File: src/rtl/v_hier_qvec_pack_if.sv
// Bus bundle between the v_hier_sub result stream and the word consumer.
// Handshake: a word transfers on every rising clk where out_vld & out_rdy;
// out_vld never depends on out_rdy, and out_data/out_cnt hold while out_vld & !out_rdy.
interface v_hier_qvec_pack_if #(
  parameter int NIBBLES = 4,
  parameter int LW      = 3
);
  logic                 qvec_vld;
  logic [3:0]           qvec;
  logic                 flush;
  logic                 out_vld;
  logic                 out_rdy;
  logic [4*NIBBLES-1:0] out_data;
  logic [3:0]           out_cnt;
  logic [LW-1:0]        fifo_level;
  logic                 overflow;
  logic                 clr_ovf;

  // Producer/consumer side (drives nibbles, accepts words).
  modport master (
    output qvec_vld, qvec, flush, out_rdy, clr_ovf,
    input  out_vld, out_data, out_cnt, fifo_level, overflow
  );

  // Packer side.
  modport slave (
    input  qvec_vld, qvec, flush, out_rdy, clr_ovf,
    output out_vld, out_data, out_cnt, fifo_level, overflow
  );
endinterface

File: src/rtl/v_hier_qvec_pack.sv
// Packs 4-bit qvec nibbles LSB-first into NIBBLES*4-bit words and queues them
// in a DEPTH-entry FIFO with a sticky overflow flag for dropped words.
module v_hier_qvec_pack #(
  parameter int NIBBLES = 4,
  parameter int DEPTH   = 4,
  parameter int LW      = 3
) (
  input  logic                  clk,
  input  logic                  reset_l,
  v_hier_qvec_pack_if.slave     bus
);
  localparam int W  = 4 * NIBBLES;
  localparam int AW = (DEPTH > 1) ? $clog2(DEPTH) : 1;

  // Pack stage
  logic [3:0]    pc, pc_nxt;
  logic [W-1:0]  pack_reg, pack_nxt, merged;
  logic [3:0]    push_cnt;
  logic          complete, push;

  // FIFO stage
  logic [W-1:0]  mem_data [DEPTH];
  logic [3:0]    mem_cnt  [DEPTH];
  logic [AW-1:0] wptr, rptr;
  logic [LW-1:0] level, level_nxt;
  logic          full, empty, pop, accept, drop;
  logic          ovf;

  // Same-cycle nibble is merged in so completion and flush both see it.
  always_comb begin
    merged = pack_reg;
    for (int i = 0; i < NIBBLES; i++) begin
      if (bus.qvec_vld && (pc == 4'(i))) merged[4*i +: 4] = bus.qvec;
    end
  end

  always_comb begin
    complete = bus.qvec_vld && (pc == 4'(NIBBLES - 1));
    push     = complete || (bus.flush && ((pc != 4'd0) || bus.qvec_vld));
    push_cnt = pc + {3'd0, bus.qvec_vld};
  end

  // A push always restarts packing, even when the FIFO drops the word.
  always_comb begin
    pc_nxt   = push_cnt;
    pack_nxt = merged;
    if (push) begin
      pc_nxt   = 4'd0;
      pack_nxt = '0;
    end
  end

  always_ff @(posedge clk or negedge reset_l) begin
    if (!reset_l) begin
      pc       <= 4'd0;
      pack_reg <= '0;
    end else begin
      pc       <= pc_nxt;
      pack_reg <= pack_nxt;
    end
  end

  // A full FIFO still accepts a push when the head leaves on the same edge.
  always_comb begin
    empty  = (level == '0);
    full   = (level == LW'(DEPTH));
    pop    = !empty && bus.out_rdy;
    accept = push && (!full || pop);
    drop   = push && !accept;
  end

  always_comb begin
    level_nxt = level;
    if (accept && !pop)      level_nxt = level + LW'(1);
    else if (pop && !accept) level_nxt = level - LW'(1);
  end

  always_ff @(posedge clk or negedge reset_l) begin
    if (!reset_l) begin
      wptr  <= '0;
      rptr  <= '0;
      level <= '0;
    end else begin
      if (accept) wptr <= (wptr == AW'(DEPTH - 1)) ? '0 : wptr + AW'(1);
      if (pop)    rptr <= (rptr == AW'(DEPTH - 1)) ? '0 : rptr + AW'(1);
      level <= level_nxt;
    end
  end

  // Storage needs no reset: contents are only visible through a nonzero level.
  always_ff @(posedge clk) begin
    if (accept) begin
      mem_data[wptr] <= merged;
      mem_cnt[wptr]  <= push_cnt;
    end
  end

  // A drop on the same edge as clr_ovf keeps the flag set.
  always_ff @(posedge clk or negedge reset_l) begin
    if (!reset_l)         ovf <= 1'b0;
    else if (drop)        ovf <= 1'b1;
    else if (bus.clr_ovf) ovf <= 1'b0;
  end

  always_comb begin
    bus.out_vld    = !empty;
    bus.out_data   = empty ? '0 : mem_data[rptr];
    bus.out_cnt    = empty ? 4'd0 : mem_cnt[rptr];
    bus.fifo_level = level;
    bus.overflow   = ovf;
  end
endmodule

File: src/flat_wrapper.sv
// flat-port wrapper written by rule: the top's interface ports become plain ports
module v_hier_qvec_pack_flat 
#(
  parameter int NIBBLES = 4,
  parameter int DEPTH   = 4,
  parameter int LW      = 3
)
  (clk, reset_l, bus_qvec_vld, bus_qvec, bus_flush, bus_out_rdy, bus_clr_ovf, bus_out_vld, bus_out_data, bus_out_cnt, bus_fifo_level, bus_overflow);
  v_hier_qvec_pack_if #(.NIBBLES(NIBBLES), .LW(LW)) bus_i ();
  input  logic clk;
  input  logic reset_l;
  input wire logic [$bits(bus_i.qvec_vld)-1:0] bus_qvec_vld;
  input wire logic [$bits(bus_i.qvec)-1:0] bus_qvec;
  input wire logic [$bits(bus_i.flush)-1:0] bus_flush;
  input wire logic [$bits(bus_i.out_rdy)-1:0] bus_out_rdy;
  input wire logic [$bits(bus_i.clr_ovf)-1:0] bus_clr_ovf;
  output wire logic [$bits(bus_i.out_vld)-1:0] bus_out_vld;
  output wire logic [$bits(bus_i.out_data)-1:0] bus_out_data;
  output wire logic [$bits(bus_i.out_cnt)-1:0] bus_out_cnt;
  output wire logic [$bits(bus_i.fifo_level)-1:0] bus_fifo_level;
  output wire logic [$bits(bus_i.overflow)-1:0] bus_overflow;
  assign bus_i.qvec_vld = bus_qvec_vld;
  assign bus_i.qvec = bus_qvec;
  assign bus_i.flush = bus_flush;
  assign bus_i.out_rdy = bus_out_rdy;
  assign bus_i.clr_ovf = bus_clr_ovf;
  assign bus_out_vld = bus_i.out_vld;
  assign bus_out_data = bus_i.out_data;
  assign bus_out_cnt = bus_i.out_cnt;
  assign bus_fifo_level = bus_i.fifo_level;
  assign bus_overflow = bus_i.overflow;
  v_hier_qvec_pack #(.NIBBLES(NIBBLES), .DEPTH(DEPTH), .LW(LW)) u_core (.clk(clk), .reset_l(reset_l), .bus(bus_i));
endmodule
File: config.mk
export PLATFORM = sky130hd
export DESIGN_NAME = v_hier_qvec_pack_flat
export DESIGN_NICKNAME = d
export VERILOG_FILES = /design/src/rtl/v_hier_qvec_pack_if.sv /design/src/rtl/v_hier_qvec_pack.sv /design/src/flat_wrapper.sv
export SDC_FILE = /design/constraint.sdc
export NUM_CORES = 1
export LEC_CHECK = 0
export BUFFER_PORTS_ARGS = -buffer_cell sky130_fd_sc_hd__buf_2
export CORE_ASPECT_RATIO = 2
export CORE_MARGIN = 1
export CORE_UTILIZATION = 30
export DETAILED_ROUTE_END_ITERATION = 10
export SLEW_MARGIN = 20
export SYNTH_ARGS = -nofsm -noshare
export SYNTH_HDL_FRONTEND = slang
export SYNTH_SLANG_ARGS = --single-unit
File: constraint.sdc
create_clock -name clk -period 3.3 [get_ports clk]
set_input_delay 0.495 -clock clk [delete_from_list [all_inputs] [get_ports clk]]
set_output_delay 0.495 -clock clk [all_outputs]
set_load 0.01 [all_outputs]
# ---- Word-level counts from Yosys, hierarchy flattened
# Memory sizes are Yosys's and may differ from the RTL's.
# Cells that the tools add are included.
dict set report classes {
  add_sub_neg 5
  eq_ne 6
  mux 16
  n_reduce_logical 22
}
# op count
set ops {}
lappend ops {{16-bit 2-to-1 mux} 2}
lappend ops {{4-bit 2-to-1 mux} 6}
lappend ops {{1-bit logical AND} 10}
lappend ops {{4-bit by 2-bit equality test with 1-bit output, second input constant} 2}
lappend ops {{3-bit 2-to-1 mux} 2}
lappend ops {{2-bit by 1-bit adder with 2-bit output, second input constant} 2}
lappend ops {{4-bit by 1-bit adder with 4-bit output} 1}
lappend ops {{2-bit equality test, second input constant} 2}
lappend ops {{4-bit by 1-bit equality test with 1-bit output, second input constant} 1}
lappend ops {{1-bit logical NOT} 4}
lappend ops {{4-bit logical NOT} 1}
lappend ops {{1-bit 2-to-1 mux} 4}
lappend ops {{2-bit 2-to-1 mux} 2}
lappend ops {{2-bit nonzero test} 2}
lappend ops {{4-bit nonzero test} 1}
lappend ops {{3-bit by 1-bit adder with 3-bit output, second input constant} 1}
lappend ops {{3-bit equality test, second input constant} 1}
lappend ops {{3-bit logical NOT} 1}
lappend ops {{1-bit logical OR} 3}
lappend ops {{3-bit by 1-bit subtractor with 3-bit output, second input constant} 1}
dict set report totals {
  ff_bits 28
  ramBits 80
  input_bits 10
  out_inout_bits 25
  word_cells 57
  memories 2
}
# name words word_bits rd rd_clocked_by_memory_dff wr line
set mem_list {}
lappend mem_list {u_core.mem_data 4 16 1 0 1 v_hier_qvec_pack.sv:22} ;# logic [W-1:0] mem_data [DEPTH];
lappend mem_list {u_core.mem_cnt 4 4 1 0 1 v_hier_qvec_pack.sv:23} ;# logic [3:0] mem_cnt [DEPTH];

# ---- Logic depth before layout (Yosys ltp)
# Gate-level depths: netlist (run 1).
dict set report depth {
  depth_word 9
  mapped_depth 9
  mapped_depth_nobuf 9
}

# ---- Worst setup path after synthesis (run 1)
# No wires, ideal clock.
dict set report synth_path {
  kind {reg2reg}
  start {reg u_core.pc[2]}
  end {reg u_core.level[1] (netlist: u_core.bus.fifo_level[1])}
  t_arrival_ps 2291
  required_ps 3175
  setup_slack_ps 884
  path_stages_with_launch 8
  n_path_buf 0
  cell_sequence {dfrtp_1 or4_4 a21oi_4 nor3b_4 ha_1 inv_1 fa_1 mux2_2}
}
# element line
set synth_lines {}
lappend synth_lines {{from (decl)} v_hier_qvec_pack.sv:16} ;# logic [3:0] pc, pc_nxt;
lappend synth_lines {{from (signal assigned)} v_hier_qvec_pack.sv:58} ;# pc <= pc_nxt;
lappend synth_lines {{4-bit nonzero test} v_hier_qvec_pack.sv:39} ;# push = complete || (bus.flush && ((pc != 4'd0) || bus.qvec_vld));
lappend synth_lines {{1-bit logical OR} v_hier_qvec_pack.sv:39}
lappend synth_lines {{1-bit logical AND} v_hier_qvec_pack.sv:39}
lappend synth_lines {{1-bit logical OR *} v_hier_qvec_pack.sv:39}
lappend synth_lines {{1-bit logical AND *} v_hier_qvec_pack.sv:68} ;# accept = push && (!full || pop);
lappend synth_lines {{net u_core.accept} v_hier_qvec_pack.sv:26} ;# logic full, empty, pop, accept, drop;
lappend synth_lines {{1-bit logical AND *} v_hier_qvec_pack.sv:74} ;# if (accept && !pop) level_nxt = level + LW'(1);
lappend synth_lines {{3-bit 2-to-1 mux *} v_hier_qvec_pack.sv:74}
lappend synth_lines {{net u_core.level_nxt[1]} v_hier_qvec_pack.sv:25} ;# logic [LW-1:0] level, level_nxt;
lappend synth_lines {{to (signal assigned)} v_hier_qvec_pack.sv:86} ;# level <= level_nxt;
lappend synth_lines {{to (decl)} v_hier_qvec_pack.sv:25}
# The timed path passes the listed nets; every way through them passes the cells marked *.
# A chain may end at the register's enable or synchronous reset.

# ---- Worst setup path in the final report (run 1)
dict set report layout_path {
  start {reg u_core.rptr[0]}
  end {out bus_out_data[4]}
}
dict set report layout_between {
  elab_chain_len 2
}
# element line
set layout_lines {}
lappend layout_lines {{from (decl)} v_hier_qvec_pack.sv:24} ;# logic [AW-1:0] wptr, rptr;
lappend layout_lines {{from (signal assigned)} v_hier_qvec_pack.sv:85} ;# if (pop) rptr <= (rptr == AW'(DEPTH - 1)) ? '0 : rptr + AW'(1);
lappend layout_lines {{memory 4 x 16 bit} -}
lappend layout_lines {{16-bit 2-to-1 mux} v_hier_qvec_pack.sv:107} ;# bus.out_data = empty ? '0 : mem_data[rptr];
lappend layout_lines {{to (decl)} flat_wrapper.sv:18} ;# output wire logic [$bits(bus_i.out_data)-1:0] bus_out_data;
# No other way between the ends.

==> qor.txt, run 1 <==
synth unique cells = 32
Pleak = 0.00193 uW
Worst Path Arrival = 2.06 ns
Starting Density = 30.8%
CTS root buffer = clkbuf_16
final slew viol count = 0
max_cap viols = 0
crit path max fanout = 19
num rows = 62
Num CTS Buffers = 9
area grow syn2layout = 15.9%
final WL = 8330 um
Util after Layout = 35.7%
First DRT Iteration DRCs = 148
Top-Level Pins = 35
CTS Buffer Depth = 2
met2 Use GR = 22.0%
Worst-Skew Late Latency = 0.34 ns
Synth Cell Area = 0.00445 mm2
CTS H-tree lvls = 3
slowest stage cell, crit path = mux4_2
core area = 0.0144 mm2
first-pass GRT wire length = 13,200 um
GR Util met3 = 2.56%
# DRC = 0
Routed Antenna Nets = 0
Rel. slew slack = 56.9%
Post-CTS Setup Inserts = 0
WL/cell = 17.4 um
die width = 88.1 um
layout net count = 300
fmax = 391 MHz
Setup TNS = 0 ns
VDD IR max = 443 uV
area of the multi-input gates = 0.00129 mm2
Synth warnings = 0
Tmin final = 2.56 ns
crit path kind = register to output port
Via density = 4.53
CTS resizes = 0
# clock sinks = 108
status = finished, final reports clean
unrepaired setup endpoints after global routing = no
GR Util met1 = 12.1%
CP endpoint kind = output port
antenna violations before repair = 0
Seq cells post-synth = 108
GR Util All Layers = 12.0%
total number of vias = 2,163
Seq. cell area = 0.00310 mm2
DRT Pass-1 Iters = 4
GPL Wtd Cong = 0.723
Worst-Margin Slew = 0.646 ns
hpwl dp = 5650 um
max reg flops = 64
hold slack = 0.167 ns
fin crit share = 77.5%
largest net degree at the start of global routing = 29
port bufs = 34
pre-CTS WS = 0.704 ns
syn nets = 258
sequential share of the synthesized area = 69.8%
WP buf/inv = 2
final setup fails = 0
Clock Pin Slew Worst Setup and Hold Paths = 0.07 ns
Hold Path Class = input port to async pin
Syn Inst Count = 239
die span in y = 174 um
layout cell share with drive strength beyond 1 = 36.0%
Die Area = 0.0153 mm2
Largest delay share family, worst path = multiplexers
# diodes = 0
CP peak stage delay = 0.56 ns
setup skew after layout = 0.00365 ns
vias in the first global route = 2,408
gr ovfl total = 0
CTS tree = yes
setup slack after layout = 0.741 ns
# hold bufs at CTS = 0
grt peak-use layer = met2
PwrDens = 911 mW/mm2
Critical Path Source Type = register
Critical Path RT = 2.80 ns
Final Hold Viols = 0
Avg Cell Area, Syn = 18.6 um2
worst path cell trace = buf_4 > mux4_2 > and2_1 > buf_2
fillcell total = 1,401
==> where the power goes <==
part / internal, uW / switching [uW] / leakage (uW)
Combinational: 782 / 816 / 0.000673
Sequential: 1890 / 158 / 0.00111
Clock: 604 / 451 / 0.000143
==> path summary, 6_finish.rpt <==
kind                                          start                       end  slack (ns)  cells past startpoint
max                                  u_core.rptr[0]           bus_out_data[4]        0.74                      4
min                                         reset_l            u_core.wptr[1]        0.17                      1
max reg2reg                u_core.bus.fifo_level[0]  u_core.bus.fifo_level[1]        0.82                      6
min reg2reg                u_core.bus.fifo_level[2]  u_core.bus.fifo_level[2]        0.52                      1
max in group asynchronous                   reset_l        u_core.pack_reg[3]        2.71                      1
min in group clk                        bus_clr_ovf       u_core.bus.overflow        0.34                      2
==> per-stage QoR <==
stage | area, um2 | cells | power (uW)
floorplan | 4450 | 239 | 3150
global route | 5150 | 478 | 4970
finish | 5150 | 478 | 4700
detailed placement | 4860 | 462 | 3730
CTS | 5150 | 478 | 4770
global placement | 4860 | 462 | 3670
==> layout make-up <==
class,count,share of cell area (%)
multi-input cells,119,25.1
well taps,192,4.66
clock buffers,11,4.71
inverters,4,0.291
repair buffers,39,4.03
flip-flops and latches,108,60.2
clock inverters,5,0.995
==> cell families after synthesis <==
group           Yosys count  synth area share [%]
mux                      40                  15.4
flops                   108                  69.8
buf+inv                  12                  1.10
compound gates           11                  2.19
simple gates             54                  7.88
fa+ha+maj                 9                  2.70
xor+xnor                  5                 0.985
==> synth_stat cells (all sizes together) <==
| library cell | n | share of area, % |
|---|---|---|
| nor2b | 13 | 1.8 |
| or4 | 1 | 0.25 |
| or3 | 1 | 0.14 |
| or4b | 1 | 0.23 |
| a21oi | 1 | 0.37 |
| xor2 | 3 | 0.59 |
| mux2 | 20 | 5.2 |
| and3 | 1 | 0.14 |
| a31oi | 1 | 0.28 |
| clkbuf | 5 | 0.42 |
| dfrtp | 28 | 16 |
| nand3b | 2 | 0.34 |
| inv | 4 | 0.34 |
| nand3 | 1 | 0.11 |
| nor3 | 1 | 0.11 |
| o32ai | 1 | 0.20 |
| mux4 | 20 | 10 |
| o21a | 7 | 1.2 |
| buf | 3 | 0.34 |
| nand2 | 2 | 0.17 |
| fa | 1 | 0.45 |
| ha | 8 | 2.3 |
| nor2 | 5 | 0.48 |
| a21o | 1 | 0.17 |
| and2 | 24 | 3.5 |
| xnor2 | 2 | 0.39 |
| nor3b | 2 | 0.59 |
| edfxtp | 80 | 54 |
==> metal layers <==
metal	vias to the layer above	share of wire [%]
li1	995	-
met1	1104	34
met5	-	0
met4	0	3.8
met2	44	58
met3	20	3.6
==> cells in the final DEF, fill, tap and decap left out, drive strengths merged <==
| cell type | n |
|---|---|
| nor2b | 13 |
| o32ai | 1 |
| fa | 1 |
| xor2 | 3 |
| bufinv | 1 |
| ha | 8 |
| nor2 | 5 |
| and2 | 24 |
| and3 | 1 |
| or4b | 1 |
| clkinv | 3 |
| inv | 4 |
| a31oi | 1 |
| mux4 | 20 |
| mux2 | 20 |
| xnor2 | 2 |
| or4 | 1 |
| nor3 | 1 |
| nand3 | 1 |
| clkinvlp | 1 |
| dfrtp | 28 |
| nand3b | 2 |
| clkbuf | 11 |
| a21oi | 1 |
| a21o | 1 |
| edfxtp | 80 |
| buf | 39 |
| or3 | 1 |
| nor3b | 2 |
| o21a | 7 |
| nand2 | 2 |
No activity file was read; power rests on OpenSTA's default activity.
==> run 2: changes to the inputs <==
- clock period: 3.3 -> 2.2 ns (I/O delays scaled with it)
==> qor.txt, run 2 (synthesized netlist as in run 1, its figures left out) <==
Tmin final = 2.22 ns
M1 WL = 3010 um (+4.9%)
antenna violations before repair = 0 (unchanged)
status = complete, but fails checks
layout cell share with drive strength beyond 1 = 41.1% (+5.1 points)
Rel. slew slack = 57.4% (+0.46 points)
Final Hold Viols = 0 (unchanged)
fillcell total = 1,404 (+0.21%)
internal power = 5250 uW (+61%)
Seq. cell area = 0.00310 mm2 (about the same)
final WL = 8620 um (+3.4%)
slowest stage cell, crit path = or4_4
most common cell after layout, fill and taps aside = edfxtp_1
setup skew after layout = 0.00771 ns (+0.00405 ns)
Clock Power Share = 22.8% (+0.3 points)
Num CTS Buffers = 9 (unchanged)
unrepaired setup endpoints after global routing = yes
largest net degree at the start of global routing = 29 (unchanged)
failing checks = setup timing
gr ovfl total = 0 (unchanged)
CTS root buffer = clkbuf_16
VDD IR max = 673 uV (+52%)
crit path max fanout = 2 (-17)
WL/cell = 17.4 um (-0.33%)
# hold bufs at CTS = 0 (unchanged)
final total power = 7460 uW (+59%)
DRT Pass-1 Iters = 4 (unchanged)
met2 wire length = 5150 um (+6.5%)
number of cells after detailed placement = 479 (+3.7%)
# clock sinks = 108 (unchanged)
Die Area = 0.0153 mm2 (unchanged)
Worst Path Arrival = 2.45 ns (+0.39 ns)
Clock Pin Slew Worst Setup and Hold Paths = 0.07 ns (about the same)
Sw Share = 29.5% (-0.82 points)
core area = 0.0144 mm2 (unchanged)
max reg flops = 64 (unchanged)
Hold Path Class = input port to async pin
# DRC = 0 (unchanged)
fmax = 450 MHz
area grow syn2layout = 21.4%
DR WL met3 = 220 um (-27%)
worst path cell trace = or4_4 > a21oi_4 > nor3b_4 > ha_2 > inv_2 > fa_1 > mux2_2
first-pass GRT wire length = 13,800 um (+4.8%)
port bufs = 34 (unchanged)
Routed Antenna Nets = 0 (unchanged)
final slew viol count = 0 (unchanged)
sequential power share = 40.0% (-3.5 points)
area of the multi-input gates = 0.00130 mm2 (+0.68%)
final setup fails = 1 (+1)
CP endpoint kind = register
GR Util All Layers = 12.6% (+0.51 points)
CTS tree = yes
GPL Wtd Cong = 0.691 (-4.5%)
total number of vias = 2,228 (+3.0%)
Starting Density = 30.8% (unchanged)
Via density = 4.49 (-0.73%)
die span in y = 174 um (unchanged)
Worst-Skew Late Latency = 0.34 ns (about the same)
Worst-Margin Slew = 0.639 ns (-0.00686 ns)
die width = 88.1 um (unchanged)
hold slack = 0.00848 ns (-0.159 ns)
Critical Path Source Type = register
Top Metal Used = met4
sw power = 2200 uW (+54%)
CP peak stage delay = 0.55 ns (about the same)
Critical Path RT = 2.43 ns (-0.37 ns)
layout net count = 318 (+6.0%)
Comb power frac = 37.2% (+3.2 points)
CTS H-tree lvls = 3 (unchanged)
CTS Buffer Depth = 2 (unchanged)
PwrDens = 1380 mW/mm2 (+52%)
num rows = 62 (unchanged)
max_cap viols = 0 (unchanged)
crit path kind = register to register
Util after Layout = 37.4% (+1.7 points)
pre-CTS WS = -0.128 ns (-0.833 ns)
setup slack after layout = -0.0208 ns (-0.762 ns)
Pleak = 0.00205 uW (+6.4%)
most frequent cells in the layout = 80 x edfxtp_1, 34 x buf_2, 27 x dfrtp_1
Top-Level Pins = 35 (unchanged)
First DRT Iteration DRCs = 133 (-10%)
fin crit share = 101%
fin cells = 496 (+3.8%)
hpwl dp = 5840 um (+3.3%)
vias in the first global route = 2,512 (+4.3%)
# diodes = 0 (unchanged)
[run 2: path summary, 6_finish.rpt]
kind	from	to	slack (ns)	cells after the start
max in group asynchronous	reset_l	u_core.bus.fifo_level[0]	1.75	1
min reg2reg	u_core.bus.fifo_level[2]	u_core.bus.fifo_level[2]	0.55	2
max reg2reg	u_core.pc[3]	u_core.bus.fifo_level[1]	-0.02	7
min	reset_l	u_core.bus.overflow	0.008	1
min in group clk	bus_clr_ovf	u_core.bus.overflow	0.18	2
max	u_core.pc[3]	u_core.bus.fifo_level[1]	-0.02	7
[run 2: layer usage]
layer  track usage (%)  up-vias
li1                  -     1031
met1              12.8     1144
met2              23.9       41
met3              1.76       12
met4              6.12        0
met5                 0        -
[run 2: what timing repair did]
item | CTS | global route
gates resized for setup | 2 | 6
setup buffers | 0 | 1
endpoints found under the setup margin | 6 | 26
[run 2: worst max-delay path: cells and delay by family, from the launching register on]
family	cells	cell delay, ns
DFF	1	0.39
adders and majority gates	2	0.60
and+or+nand+nor	2	0.62
muxes	1	0.28
AOI/OAI and AO/OA	1	0.18
buffers and inverters	1	0.05
[run 2: cell type report]
type | instances | share of cell area (%)
Multi-Input combinational cell | 119 | 24.1
Timing Repair Buffer | 57 | 7.72
Clock buffer | 11 | 4.50
Tap cell | 192 | 4.45
Clock inverter | 5 | 1.41
Sequential cell | 108 | 57.5
Inverter | 4 | 0.278
[run 2: metrics by stage]
stage	TNS [ns]	cell area [um2]
2_1_floorplan	-0.132	4450
3_3_place_gp	-0.0593	5040
3_5_place_dp	-0.128	5040
4_1_cts	-0.0217	5370
5_1_grt	-0.0858	5400
6_report	-0.0208	5400
[run 2: power groups by stage]
stage	registers [uW]	clock network, uW	logic, uW
after CTS	2970	1740	2830
final	2980	1700	2770
after floorplan	3030	0	1700
after global routing	3020	1820	3050
after detailed placement	3010	0	2810
after global placement	2980	0	2720
